===== src/rtl/reorder_buffer.sv =====
// 8-entry circular reorder buffer: allocates ROB indices at issue, captures CDB
// results, retires in program order and squashes younger entries on a mispredict.
module reorder_buffer (
    input  logic            clk_in,
    input  logic            rst_in,
    input  logic            alloc_in,
    input  logic [4:0]      alloc_rd_in,
    input  logic            alloc_is_branch_in,
    output logic            alloc_ready_out,
    output logic [2:0]      alloc_ix_out,
    input  logic            cdb_valid_in,
    input  logic [2:0]      cdb_ix_in,
    input  logic [31:0]     cdb_value_in,
    input  logic            cdb_mispredict_in,
    input  logic [31:0]     cdb_target_in,
    input  logic [2:0]      q1_ix_in,
    input  logic [2:0]      q2_ix_in,
    output logic            q1_done_out,
    output logic            q2_done_out,
    output logic [31:0]     q1_value_out,
    output logic [31:0]     q2_value_out,
    output logic            commit_we_out,
    output logic [4:0]      commit_wa_out,
    output logic [31:0]     commit_wd_out,
    output logic [2:0]      commit_rob_ix_out,
    output logic            flush_out,
    output logic [7:0][4:0] flush_addrs_out,
    output logic [31:0]     redirect_pc_out
);

    typedef enum logic {ST_RUN, ST_FLUSH} state_t;

    state_t           state;
    logic [7:0]       ent_valid;
    logic [7:0]       ent_done;
    logic [7:0]       ent_branch;
    logic [7:0]       ent_mp;
    logic [7:0][4:0]  ent_rd;
    logic [7:0][31:0] ent_value;
    logic [7:0][31:0] ent_target;
    logic [2:0]       head;
    logic [2:0]       tail;
    logic [3:0]       count;
    logic [31:0]      flush_pc;

    logic retire;
    logic retire_mp;
    logic alloc_fire;

    assign retire     = (state == ST_RUN) && ent_valid[head] && ent_done[head];
    // A mispredict flag only matters on a control-flow entry.
    assign retire_mp  = retire && ent_mp[head] && ent_branch[head];
    assign alloc_ready_out = (count < 4'd8) && (state == ST_RUN) && !retire_mp;
    assign alloc_fire = alloc_in && alloc_ready_out;
    assign alloc_ix_out = tail;

    assign q1_done_out  = ent_valid[q1_ix_in] && ent_done[q1_ix_in];
    assign q2_done_out  = ent_valid[q2_ix_in] && ent_done[q2_ix_in];
    assign q1_value_out = ent_value[q1_ix_in];
    assign q2_value_out = ent_value[q2_ix_in];

    assign flush_out       = (state == ST_FLUSH);
    assign redirect_pc_out = flush_pc;

    always_comb begin
        commit_we_out     = 1'b0;
        commit_wa_out     = '0;
        commit_wd_out     = '0;
        commit_rob_ix_out = '0;
        if (retire) begin
            commit_we_out     = (ent_rd[head] != 5'd0);
            commit_wa_out     = ent_rd[head];
            commit_wd_out     = ent_value[head];
            commit_rob_ix_out = head;
        end
    end

    always_comb begin
        flush_addrs_out = '0;
        for (int unsigned k = 0; k < 8; k++) begin
            if (flush_out && ent_valid[k])
                flush_addrs_out[k] = ent_rd[k];
        end
    end

    always_ff @(posedge clk_in or posedge rst_in) begin
        if (rst_in) begin
            state      <= ST_RUN;
            ent_valid  <= '0;
            ent_done   <= '0;
            ent_branch <= '0;
            ent_mp     <= '0;
            ent_rd     <= '0;
            ent_value  <= '0;
            ent_target <= '0;
            head       <= '0;
            tail       <= '0;
            count      <= '0;
            flush_pc   <= '0;
        end else begin
            case (state)
                ST_RUN: begin
                    if (cdb_valid_in && ent_valid[cdb_ix_in]) begin
                        ent_done[cdb_ix_in]   <= 1'b1;
                        ent_value[cdb_ix_in]  <= cdb_value_in;
                        ent_mp[cdb_ix_in]     <= cdb_mispredict_in;
                        ent_target[cdb_ix_in] <= cdb_target_in;
                    end
                    if (alloc_fire) begin
                        ent_valid[tail]  <= 1'b1;
                        ent_done[tail]   <= 1'b0;
                        ent_mp[tail]     <= 1'b0;
                        ent_rd[tail]     <= alloc_rd_in;
                        ent_branch[tail] <= alloc_is_branch_in;
                        tail             <= tail + 3'd1;
                    end
                    // Retirement clears last so it wins over a late CDB write to the head.
                    if (retire) begin
                        ent_valid[head] <= 1'b0;
                        ent_done[head]  <= 1'b0;
                        ent_mp[head]    <= 1'b0;
                        ent_value[head] <= '0;
                        head            <= head + 3'd1;
                        if (retire_mp) begin
                            state    <= ST_FLUSH;
                            flush_pc <= ent_target[head];
                        end
                    end
                    if (alloc_fire && !retire)
                        count <= count + 4'd1;
                    else if (!alloc_fire && retire)
                        count <= count - 4'd1;
                end
                ST_FLUSH: begin
                    ent_valid <= '0;
                    ent_done  <= '0;
                    ent_mp    <= '0;
                    tail      <= head;
                    count     <= '0;
                    flush_pc  <= '0;
                    state     <= ST_RUN;
                end
                default: state <= ST_RUN;
            endcase
        end
    end

endmodule


===== config.mk =====
export PLATFORM = sky130hd
export DESIGN_NAME = reorder_buffer
export DESIGN_NICKNAME = d
export VERILOG_FILES = /design/src/rtl/reorder_buffer.sv
export SDC_FILE = /design/constraint.sdc
export NUM_CORES = 2
export LEC_CHECK = 0
export CELL_PAD_IN_SITES_DETAIL_PLACEMENT = 1
export CELL_PAD_IN_SITES_GLOBAL_PLACEMENT = 1
export CORE_AREA = 8 8 270 324
export CTS_BUF_LIST = sky130_fd_sc_hd__clkbuf_8
export CTS_CLUSTER_DIAMETER = 30
export DETAILED_ROUTE_END_ITERATION = 7
export DIE_AREA = 0 0 278 332
export MAX_ROUTING_LAYER = met4
export PLACE_DENSITY_LB_ADDON = 0.1
export SLEW_MARGIN = 20
export SYNTH_ARGS = -nofsm -noshare
export SYNTH_HDL_FRONTEND = slang
export SYNTH_SLANG_ARGS = --single-unit

===== constraint.sdc =====
create_clock -name clk_in -period 33.2 [get_ports clk_in]
set_clock_uncertainty 0.05 [all_clocks]
set_input_delay 4.98 -clock clk_in [delete_from_list [all_inputs] [get_ports clk_in]]
set_output_delay 4.98 -clock clk_in [all_outputs]
set_load 0.05 [all_outputs]

# After elaboration in Yosys (flattened, before gate mapping)
# Index checks and enable logic that the tools add are counted.
# classes
addsub	4
order_cmp	9
bitwise	12
n_eq_ne	4
n_reduce_logical	31
mux	87
# ops
op	count
$mux W256	3
$bwmux W256	2
$bmux W32 S3	4
$mux W32	9
$and A256 B256 Y256	1
$not A256 Y256	1
$demux W32 S3	2
$mux W8	13
$pmux W32 S2	1
$mux W5	11
$pmux W8 S2	3
$and A8 B8 Y8	5
$bwmux W40	1
$bmux W1 S3	9
$logic_and A1 B1 Y1	23
$lt A3 B4 Y1 const B	5
$bwmux W8	2
$not A8 Y8	2
$or A8 B8 Y8	2
$bmux W5 S3	1
$demux W5 S3	1
$mux W1	15
$demux W1 S3	3
$ge A3 B1 Y1 const B	3
15 further kinds	25
# totals
out_inout_bits	184
word_cells	180
register_bits	627
input_bits	84

# Logic depth before layout (Yosys ltp)
# logic_depth
ltp_word	14
ltp_mapped	12
mapped_depth_nobuf	10

# Worst setup path after synthesis
# OpenSTA, ideal clock, no wires.
# synth_path
path_kind	in2out
from	in q1_ix_in[0]
to	out q1_done_out
arrival_time_ns	7.283
stages	5
required_time_ns	28.170
path_slack_ns	20.887
n_path_buf	3
path_cell_list	clkbuf_1 -> clkbuf_1 -> clkbuf_1 -> mux4_2 -> o21ai_0
# synth_via
elab_chain_len	3
elab_cells_between_ends	5
classes_between	mux (4); reduce/logical (1)
# synth_lines
item	line	source
from (decl)	16	input logic [2:0] q1_ix_in,
$bmux W1 S3	57	assign q1_done_out = ent_valid[q1_ix_in] && ent_done[q1_ix_in];
$mux W1 (not written as such)	57	
$logic_and A1 B1 Y1 (*)	57	
to (decl)	18	output logic q1_done_out,
# Every way passes the cells marked *; elsewhere a longest branch is shown, timed or not. The select of a mux whose other input is x is not followed.

# Worst setup path in the final report
# layout_path
from	in q2_ix_in[0]
to	out q2_done_out
# layout_via
elab_chain_len	3
elab_cells_between_ends	5
classes_between	mux (4); reduce/logical (1)
# layout_lines
item	line	source
from (decl)	17	input logic [2:0] q2_ix_in,
$bmux W1 S3	58	assign q2_done_out = ent_valid[q2_ix_in] && ent_done[q2_ix_in];
$mux W1 (not written as such)	58	
$logic_and A1 B1 Y1 (*)	58	
to (decl)	19	output logic q2_done_out,
# Marked as above.

==> run metrics <==
status=complete, no violations; clk slew on worst S/H paths=0.05 ns; GP Congestion=0.815; Tot GR Track Use=between 20% and 30%; Slew HR=20.6%; H-tree levels=4; combinational power share=3.2%; RSZ-0062 raised after global routing=false; critical path, cell by cell=buf_2 -> buf_4 -> mux4_2 -> o21ai_0 -> clkdlybuf4s50_1; slowest CP cell=clkdlybuf4s50_1; Vias/cell=~6.0; Peak VDD IR=0.0000374 V; core outline area=82400 sq um; crit path launch type=primary input; Flop pwr share=41.0%; Clock Latency Late Sink=0.77 ns; sequential area share after synthesis=48.1%; Synth area leaders=dfrtp_1 (48%), mux4_2 (19%), nand2_1 (8.5%); Net Switching=0.416 mW; max cap viols=0; Setup Viol. Count Final=0; Routed WL per cell=about 28 um; Port Buffers=around 270; drt first pass iters=5; register area=around 16000 sq um; actual slew at the worst max-slew pin=1.19 ns; commonest non-fill, non-tap cell in the layout=nand2_1; initial core utilization=39.6%; WP data required=28.17 ns; Fillers=8605; Fin Hold WS=0.420 ns; most frequent cells in the layout=nand2_1 (736), dfrtp_1 (623), mux4_2 (271), clkdlybuf4s50_1 (261), mux2_2 (240); post_cts resized=0; synth warn=0; WP data arrival=7.85 ns; initial antenna violation count=12; power per cell area=approximately 47 nW/um^2; final WL=117000 um; Fin. Hold Viols=0; Lkg Pwr=approximately 18 nW; Hold/Removal Path Class=flip-flop to flip-flop; Cell Area, Synth=32600 sq um; dpl hpwl=70500 um; io pins=268; clk sinks=627; Synth top area share=48.1%; Inserted Clock Buffers=between 100 and 150; drt initial violations=between 1.5k and 2k; area of the multi-input gates=about 16000 sq um; Area Growth Syn to Fin=21.3%; Post-synth ARST share=100%; Congestion Overflow GR=0; synthesized area per cell=between 10 and 15 sq um; setup bufs post-CTS=0; layout cells sized above 1=27.6%; setup tns final=0 ns; full die area=around 90000 sq um; vias in the first global route=27.9k; Pins Over Slew Limit=0; largest net degree at the start of global routing=181; Root Buffer=clkbuf_8; Die Span X=278 um; CTS tree=yes; Final period util=38.8%; Vias=24.8k; critical path class=primary input to primary output; CTS Buffer Depth=3; EDFF count, synth=0; clock power share=55.8%; crit end category=primary output; Nets=3055; critical-path maximum fanout=51; hold-fix buffer count after cts=0; Util after Layout=48.0%; Sw Share=~22%; DRC violations left=0; synthesis-stage register bit count=627; post-route minimum period=12.88 ns; Top FF cell, synth=dfrtp_1; # rows=116; ANT nets after route=0; Pint=1.45 mW; synthesized net count=2845; distinct cell type count after synthesis=60; fmax=77.6 MHz; largest area contributor in the netlist=dfrtp_1; synthesized instance count=~2.8k; global-route wire length before repair=around 180000 um; DIE HEIGHT=332 um; crit-path max cell delay=around 0.89 ns
==> registers in the layout, summed over array words and instances, names as in the netlist <==
signal,count
alloc_ix_out,3
count,4
ent_branch,8
ent_done,8
ent_mp,8
ent_rd,40
ent_target,256
ent_valid,8
ent_value,256
flush_out,1
head,3
redirect_pc_out,32
==> cell usage after synthesis, drive strengths merged, types with 7 or more instances <==
library cell / count
nor2: 26
a22o: 128
o21ai: 45
mux4: 271
nand3b: 8
dfrtp: 627
nor3: 10
mux2i: 51
buf: 98
mux2: 240
nor2b: 8
nand3: 45
a21o: 7
and3: 42
nor4: 13
nand2: 738
and2: 7
a21oi: 164
clkbuf: 159
inv: 11
==> critical path: cells and delay by family <==
family                 cells  cell delay [ns]
muxes                      1             0.41
AOI/OAI and AO/OA          1             0.38
buffers and inverters      3             2.01
==> metrics by stage <==
stage | instance area, sq um | setup slack [ns] | cells | total power, mW
3_3_place_gp | 36000 | 20.30 | 3882 | 0.836
4_1_cts | 39500 | 20.25 | 4138 | 1.89
5_1_grt | 39600 | 20.16 | 4151 | 1.93
6_report | 39600 | 20.32 | 4151 | 1.87
2_1_floorplan | 32600 | 10.61 | 2756 | 0.813
3_5_place_dp | 36000 | 20.25 | 3882 | 0.838
==> routing by layer <==
layer | up-vias | global-route usage (%) | part of all wire, %
met4 | 0 | 11.1 | 3.7
met3 | 281 | 4.95 | 5.6
met5 | - | - | 0
li1 | 10459 | - | -
met1 | 13197 | 31.2 | 40
met2 | 892 | 43.6 | 50
==> area by class of cell <==
cell class / count / area share (%)
Multi-Input combinational cell: 1861 / 40.1
Sequential cell: 627 / 39.7
Timing Repair Buffer: 323 / 7.94
Clock buffer: 179 / 6.23
Tap cell: 1062 / 3.36
Clock inverter: 77 / 2.47
Inverter: 11 / 0.130
Antenna cell: 11 / 0.0696
==> final timing paths <==
check                                             from                     endpoint  slack, ns  cells after the start
setup / recovery                           q2_ix_in[0]                  q2_done_out      20.32                      5
hold / removal             ent_target[132]$_DFFE_PP0P_  ent_target[132]$_DFFE_PP0P_       0.42                      2
setup reg to reg                   head[1]$_DFFE_PP0P_       ent_rd[21]$_DFFE_PP0P_      28.42                      9
hold reg to reg            ent_target[132]$_DFFE_PP0P_  ent_target[132]$_DFFE_PP0P_       0.42                      2
max in group asynchronous                       rst_in    ent_value[74]$_DFFE_PP0N_      25.09                      6
min in group asynchronous                       rst_in       ent_rd[30]$_DFFE_PP0P_       4.74                      2
==> power groups by stage <==
stage               registers (mW)  clock network [mW]  logic (mW)
finish                       0.765                1.04      0.0588
global route                 0.765                1.10      0.0642
CTS                          0.765                1.07      0.0597
detailed placement           0.778                   0      0.0595
global placement             0.778                   0      0.0579
floorplan                    0.779                   0      0.0341
==> kinds of logic (layout without fill, tap and decap cells) <==
kind of cell / Yosys count / in the layout / synth area share [%]
fa+ha+maj: 5 / 5 / 0.215
other cells: 0 / 11 / 0
buf+inv: 268 / 590 / 3.56
simple gates: 913 / 913 / 11.8
flops: 627 / 627 / 48.1
compound gates: 377 / 377 / 7.69
mux: 562 / 562 / 28.6
xor+xnor: 4 / 4 / 0.107
Power figures use the tool's default switching activity.
==> patch, RTL diff (same settings) <==
Put one more register stage on the output `redirect_pc_out`, cleared by the reset. The value now appears one clock later. The other outputs are not delayed to match.
--- a/src/rtl/reorder_buffer.sv
+++ b/src/rtl/reorder_buffer.sv
@@ -60,7 +60,13 @@
     assign q2_value_out = ent_value[q2_ix_in];
 
     assign flush_out       = (state == ST_FLUSH);
-    assign redirect_pc_out = flush_pc;
+    always_ff @(posedge clk_in or posedge rst_in) begin
+        if (rst_in) begin
+            redirect_pc_out <= '0;
+        end else begin
+            redirect_pc_out <= flush_pc;
+        end
+    end
 
     always_comb begin
         commit_we_out     = 1'b0;
Check against the original RTL: not equivalent (a bounded check fails within 4 cycles, from zero or initial values and one cycle with rst_in high).
==> patch against the original RTL <==
Sequential cell count is 32 higher; power is 3.7% higher; area after synthesis is 2.6% higher; wire length up 1.5%; via count rose by 1.8%; count of clock-buffer cells in the layout rose by 1; worst hold slack worse by 94 ps; first-iteration DRC count grew 18%; combinational power increased by 4.8%; setup slack got worse by 180 ps; sequential share of layout area grew 1.1 points; largest cell class is now registers; design area grew 2.3%.
==> patch: results (changes against the original RTL) <==
[drt]
wl_per_cell_um=28.19  ; was 28.28 µm
route.met2.wl_mm=61.33  ; was 59.02 mm
wl_met3_mm=7.204  ; was 6.557 mm
vias=25276  ; was 24829
dr.first_iter.drc_count=2027  ; was 1719
drt-total-wl_mm=119.1  ; was 117.4 mm

[finish]
drive_gt1_share_pct=27.11  ; was 27.55%
buf_share_pct=7.510  ; was 7.939%
clockNetworkAreaShare_pct=8.737  ; was 8.698%
seq_area_um2=16500  ; was 15700 µm²
fillers=8489  ; was 8605
nNonClkBuffers=317  ; was 323
multi_input_area_share_pct=39.40  ; was 40.11%
top_regs=ent_target x256, ent_value x256, ent_rd x40  ; unchanged
num-multi-input-gates=1873  ; was 1861
post-route-util_pct=49.09  ; was 47.98%
nNetsFinal=3111  ; was 3055
inverters=18  ; was 11
largest_cell_class=registers  ; was multi-input gates
antenna_cells=16  ; was 11
fin_area_um2=40470  ; was 39560 µm²

[clock_tree]
cts_buffers=153  ; was 142
cts_root_buf=clkbuf_8  ; unchanged
worst_skew_pair.late_latency_ps=790  ; was 770 ps

[run_status]
outcome=completed  ; unchanged

[place]
placed_cells_incl_taps=3929  ; was 3882
place_hpwl_mm=72.53  ; was 70.45 mm
place_area_um2=36880  ; was 36030 µm²

[pwr]
leakage_nw=18.33  ; was 17.86 nW
ir_drop_v=0.00003101  ; was 0.00003741 V

[grt]
use_met3_pct=5.690  ; was 4.946%
grt_first_pass_wirelength_mm=184.0  ; was 179.8 mm
antenna_found_initial=17  ; was 12
use_met1_pct=30.80  ; was 31.16%
grt_use_met2_pct=44.79  ; was 43.61%
grt_pass1_vias=28742  ; was 27878
grt_usage_pct=26.68  ; was 26.22%

[logic_synthesis]
synth_nets=2899  ; was 2845
synthDistinctLibCells=57  ; was 60

[sta]
worst_slew_pin_slew_ps=1156  ; was 1191 ps

[worst_setup_path]
crit_fanout=37  ; was 51
critPathCapture=q1_done_out  ; was q2_done_out
max_stage_delay_ps=930  ; was 890 ps
cp-startpoint=q1_ix_in[0]  ; was q2_ix_in[0]
r2r_slack_ps=28250  ; was 28420 ps
timing.rr.end=ent_rd[30]$_DFFE_PP0P_  ; was ent_rd[21]$_DFFE_PP0P_
cp.arrival_ps=8030  ; was 7850 ps

[min_path]
worstHoldPathCells=0  ; was 2
min_to=redirect_pc_out[19]$_DFF_PP0_  ; was ent_target[132]$_DFFE_PP0P_
holdCritStartpoint=flush_pc[19]$_DFFE_PP0P_  ; was ent_target[132]$_DFFE_PP0P_

## patch: cell types whose count changed after synthesis, moves of 6 or more
cell,unedited run,this run
nand3b_1,8,37
buf_1,45,76
mux2_1,0,6
dfrtp_1,627,659
buf_4,30,0
nand3_1,45,21
buf_2,22,31
## patch: logic make-up after synthesis
family                   after synthesis  synth area share, %
AO/OA/AOI/OAI                        381                7.465
XOR/XNOR                               4               0.1047
adder cells (fa/ha/maj)                5               0.2094
buffers and inverters                278                3.257
flip-flops                           659                49.29
multiplexers                         563                27.89
AND/OR/NAND/NOR                      920                11.78
## patch: power by group
part | switching (mW) | internal [mW] | leakage (nW)
Sequential | 0.000487 | 0.805 | 9.17
Clock | 0.412 | 0.655 | 1.84
Combinational | 0.0424 | 0.0192 | 7.32
Total | 0.455 | 1.48 | 18.3
## patch: through the flow
stage / worst slack (ps) / hold WS (ps)
finish: 20140 / 325.8
global route: 20140 / 335.6
CTS: 20310 / 327.4
detailed placement: 20310 / 315.3
global placement: 20340 / 311.0
floorplan: 9702 / 303.8
